==> config.mk <==
export PLATFORM = sky130hd
export DESIGN_NAME = iter_shifter
export DESIGN_NICKNAME = d
export VERILOG_FILES = /design/src/rtl/iter_shifter.sv
export SDC_FILE = /design/constraint.sdc
export NUM_CORES = 1
export LEC_CHECK = 0
export ABC_AREA = 1
export CAP_MARGIN = 20
export CORE_ASPECT_RATIO = 1.4
export CORE_UTILIZATION = 53
export CTS_BUF_LIST = sky130_fd_sc_hd__clkbuf_8
export CTS_CLUSTER_SIZE = 28
export DETAILED_ROUTE_END_ITERATION = 8
export PLACE_DENSITY = 0.8
export SETUP_SLACK_MARGIN = 0.15
export SLEW_MARGIN = 30
export SYNTH_ARGS = -nofsm -noshare
export SYNTH_HDL_FRONTEND = slang
export SYNTH_SLANG_ARGS = --single-unit
==> constraint.sdc <==
create_clock -name clock -period 1.9 [get_ports clock]
set_input_delay 0.19 -clock clock [delete_from_list [all_inputs] [get_ports clock]]
set_output_delay 0.19 -clock clock [all_outputs]
set_load 0.01 [all_outputs]
==> src/rtl/iter_shifter.sv <==
// ============================================================================
// Module      : iter_shifter
// Description : Multi-cycle SLL/SRL/SRA (optional ROL) shifter, STEP bits per
//               clock, valid/ready on both sides. Define SHIFTER_ROTATE_EN to
//               build rotate-left for mode 11 (otherwise mode 11 acts as SLL).
// Revision    : 1.0 - initial release
// ============================================================================
`default_nettype none

module iter_shifter #(
    parameter  int WIDTH = 32,
    parameter  int STEP  = 2,
    localparam int AMT_W = $clog2(WIDTH)
) (
    input  logic             clock,
    input  logic             reset,
    input  logic             in_valid,
    output logic             in_ready,
    input  logic [WIDTH-1:0] in_operand,
    input  logic [AMT_W-1:0] in_amount,
    input  logic [1:0]       in_mode,
    output logic             out_valid,
    input  logic             out_ready,
    output logic [WIDTH-1:0] out_result,
    output logic             busy
);

    localparam logic [1:0] c_st_idle  = 2'd0;
    localparam logic [1:0] c_st_shift = 2'd1;
    localparam logic [1:0] c_st_done  = 2'd2;

    localparam logic [1:0] c_mode_srl = 2'b01;
    localparam logic [1:0] c_mode_sra = 2'b10;
`ifdef SHIFTER_ROTATE_EN
    localparam logic [1:0] c_mode_rol = 2'b11;
`endif

    // Remaining never exceeds WIDTH-1, so clamping STEP there keeps it in AMT_W bits.
    localparam int               c_step_int = (STEP >= WIDTH) ? (WIDTH - 1) : STEP;
    localparam logic [AMT_W-1:0] c_step     = AMT_W'(c_step_int);

    logic [1:0]       r_state;
    logic [WIDTH-1:0] r_data;
    logic [AMT_W-1:0] r_remaining;
    logic [1:0]       r_mode;

    logic [AMT_W-1:0] w_k;
    logic [WIDTH-1:0] w_step_data;
`ifdef SHIFTER_ROTATE_EN
    logic [AMT_W:0]   w_rk;
`endif

    always_comb begin
        w_k = (r_remaining > c_step) ? c_step : r_remaining;
`ifdef SHIFTER_ROTATE_EN
        w_rk = (AMT_W+1)'(WIDTH) - {1'b0, w_k};
`endif
        case (r_mode)
            c_mode_srl: w_step_data = r_data >> w_k;
            c_mode_sra: w_step_data = $unsigned($signed(r_data) >>> w_k);
`ifdef SHIFTER_ROTATE_EN
            c_mode_rol: w_step_data = (r_data << w_k) | (r_data >> w_rk);
`endif
            default:    w_step_data = r_data << w_k;
        endcase
    end

    always_ff @(posedge clock or posedge reset) begin
        if (reset) begin
            r_state     <= c_st_idle;
            r_data      <= '0;
            r_remaining <= '0;
            r_mode      <= '0;
        end else begin
            case (r_state)
                c_st_idle: begin
                    if (in_valid) begin
                        r_data      <= in_operand;
                        r_mode      <= in_mode;
                        r_remaining <= in_amount;
                        r_state     <= (in_amount == '0) ? c_st_done : c_st_shift;
                    end
                end
                c_st_shift: begin
                    r_data      <= w_step_data;
                    r_remaining <= r_remaining - w_k;
                    if (r_remaining == w_k) begin
                        r_state <= c_st_done;
                    end
                end
                c_st_done: begin
                    if (out_ready) begin
                        r_state <= c_st_idle;
                    end
                end
                default: r_state <= c_st_idle;
            endcase
        end
    end

    assign in_ready   = (r_state == c_st_idle);
    assign out_valid  = (r_state == c_st_done);
    assign out_result = (r_state == c_st_done) ? r_data : '0;
    assign busy       = (r_state != c_st_idle);

endmodule

`default_nettype wire

==> flow_summary.ini <==
[status]
status = finished clean

[floorplan]
fp.dieW_um = 71.8
die_y_um = 99.7
initial_core_util_pct = 55.0
core_area_mm2 = 0.00657
num_io_pins = 78
fp-row-count = 35
die_area_mm2 = 0.00715

[pwr]
p_leak_nw = 2.27
p_per_area_mw_per_mm2 = 1730
ir_worst_vdd_mv = 1.50
power.total_w = 0.00807

[critical_path]
critPathBufInv = 2
cp_slowest_cell = clkdlybuf4s50_1
worst_ep_arrival_time_ns = 1.60
critical_path_class = register to primary output
slowest_delay_ns = 0.52
crit_chain = nor2_2 -> buf_4 -> clkdlybuf4s50_1
crit_fanout = 3
critPathTopFamily = buffers and inverters
end_kind = primary output
required_ns = 1.71
critPathLaunchType = register

[worst_hold_path]
hp-class = input pin to async pin

[sta]
fin_worst_skew_ns = 0.00838
period_needed_ns = 1.79
slew_headroom_pct = 61.4
drv_slew = 0
final.setup.tns_ns = 0
worst_slack_ns = 0.112
finalSetupViolations = 0
rsz0062_at_grt = true
max_freq_mhz = 559
period_share_pct = 94.1
worst_pin_slew_ns = 0.579
hold_viol_final = 0

[synth]
synth-xor-area-share_pct = 0
synth-simple-area-share_pct = 40.1
synth_warnings = 0
ys_types = 28
synth_mux_area_share_pct = 0
avgSynthCellArea_um2 = 5.83
synth_top_family_by_area = simple AND/OR/NAND/NOR gates
synth_seq_cells = 41
synthArstFlopShare_pct = 100
synth_common_cells = nand2_1, nor2_1, a21oi_1, inv_1, nand3_1
ys_top_cells_by_area = dfrtp_1, nand2_1, a21oi_1, nor2_1, nand3_1
synth_edf_count = 0
synth_nets = 665
synth_compound_gate_area_share_pct = 20.1
synthAdderAreaFrac_pct = 1.04
yosysMostFrequentCell = nand2_1
syn_area_mm2 = 0.00361
ys_seq_area_share_pct = 28.4
synthFlopType = dfrtp_1
syn_inst = 619
synth_top_area_share_pct = 28.4
yosys.area.top_type = dfrtp_1

[routing]
drt-wirelength-per-cell_um = 15.1
drtPass1Iterations = 5
wirelength_mm = 11.8
route.detailed.drc = 0
drtIter0Drc = 511
final_antenna_net_count = 0
vias = 4474
routed_via_density = 5.74

[final_layout]
seqCellArea_mm2 = 0.00103
layout-drive-gt1-share_pct = 12.0
area_delta_synth_final_pct = 29.5
final_nets = 751
n_antenna_cell = 0
final.fill_count = 595
multi_input_area_mm2 = 0.00225
instances_no_fill = 780

[clock_network]
cts.sinks = 41
cts_made_buffers = 5
clockBufferDepth = 2
clkTransAtPathRegs_ns = 0.09
cts_tree = yes
htreeDepth = 2
cts-root-buf = clkbuf_8
insertion_delay_ns = 0.31

[place]
dp_cells = 763
dp_hpwl_mm = 8.18
portBuffers = 77
place_ws_ns = 0.160
place_congestion = 0.913

[global_routing]
grt_max_degree = 45
gr-usage-all-layers_pct = 33.4
grt_pass1_wl_mm = 19.0
antenna_found_initial = 0
overflow = 0
grt_pass1_vias = 4273

[job]
drv_cap = 0
==> power breakdown <==
group	internal [W]	switching, W	total, W
Combinational	0.00213	0.00358	0.00571
Clock	0.000251	0.000350	0.000600
Sequential	0.00134	0.000414	0.00176
Total	0.00372	0.00435	0.00807
==> timing repair <==
item,in CTS,in global routing
endpoints found under the setup margin,35,67
pin swaps,0,2
hold buffers,0,0
setup buffers,3,6
gates resized for setup,35,61
==> per-layer routing <==
metal  track usage, %  vias to the layer above  share of wire, %
met2             58.3                      215                50
met5                0                        -                 0
met3             4.66                       41               6.8
met1             38.0                     2048                39
li1                 -                     2170                 -
met4             20.4                        0               4.3
==> worst reg2reg max path: cells and delay by family (launching register included) <==
family	cells	cell delay [ns]
AO/OA/AOI/OAI	1	0.06
buffers and inverters	1	0.20
flip-flops	1	0.45
AND/OR/NAND/NOR	7	0.85
==> flip-flops by register name, indices dropped and copies added, names as in the netlist <==
name	count
r_mode	2
r_remaining	5
r_data	32
r_state	2
==> placed cells by master, fill, tap and decap left out, types with 12 or more instances in the layout <==
cell type        count
nand2_1            185
nor2_1              86
a21oi_1             85
inv_1               48
nand3_1             48
clkdlybuf4s50_1     44
dfrtp_1             40
o21ai_0             39
buf_4               29
clkbuf_2            16
clkdlybuf4s15_1     12
==> worst paths after layout <==
check	slack, ns	endpoint	cells after the start	start
min in group clock	0.45	r_mode[1]	3	in_mode[1]
max in group asynchronous	1.18	r_data[21]	3	reset
max reg2reg	0.21	r_data[15]	9	r_remaining[1]
min	0.31	r_remaining[1]	3	reset
min reg2reg	0.49	r_data[19]	2	r_data[19]
max	0.11	out_valid	3	r_state[0]
==> cell families (layout without fill, tap and decap cells) <==
| family | after synthesis | in the layout |
|---|---|---|
| flops | 41 | 41 |
| compound gates | 141 | 141 |
| buf+inv | 88 | 175 |
| simple gates | 345 | 345 |
| other cells | 1 | 1 |
| fa+ha+maj | 3 | 3 |
==> final cells by class <==
| type | count | share of cell area, % |
|---|---|---|
| clock inverters | 3 | 0.294 |
| inverters | 53 | 4.31 |
| clock buffers | 5 | 1.47 |
| multi-input cells | 490 | 48.0 |
| repair buffers | 114 | 21.9 |
| well taps | 74 | 1.98 |
| flip-flops and latches | 41 | 22.0 |
==> stage by stage <==
stage	hold slack, ns	util, %	instance area, um^2
2_1_floorplan	0.307	-	3610
3_3_place_gp	0.465	68.9	4530
3_5_place_dp	0.479	68.9	4530
4_1_cts	0.348	69.9	4590
5_1_grt	0.383	71.2	4680
6_report	0.315	71.2	4680
Note: power is estimated with default switching activity, not from simulation.
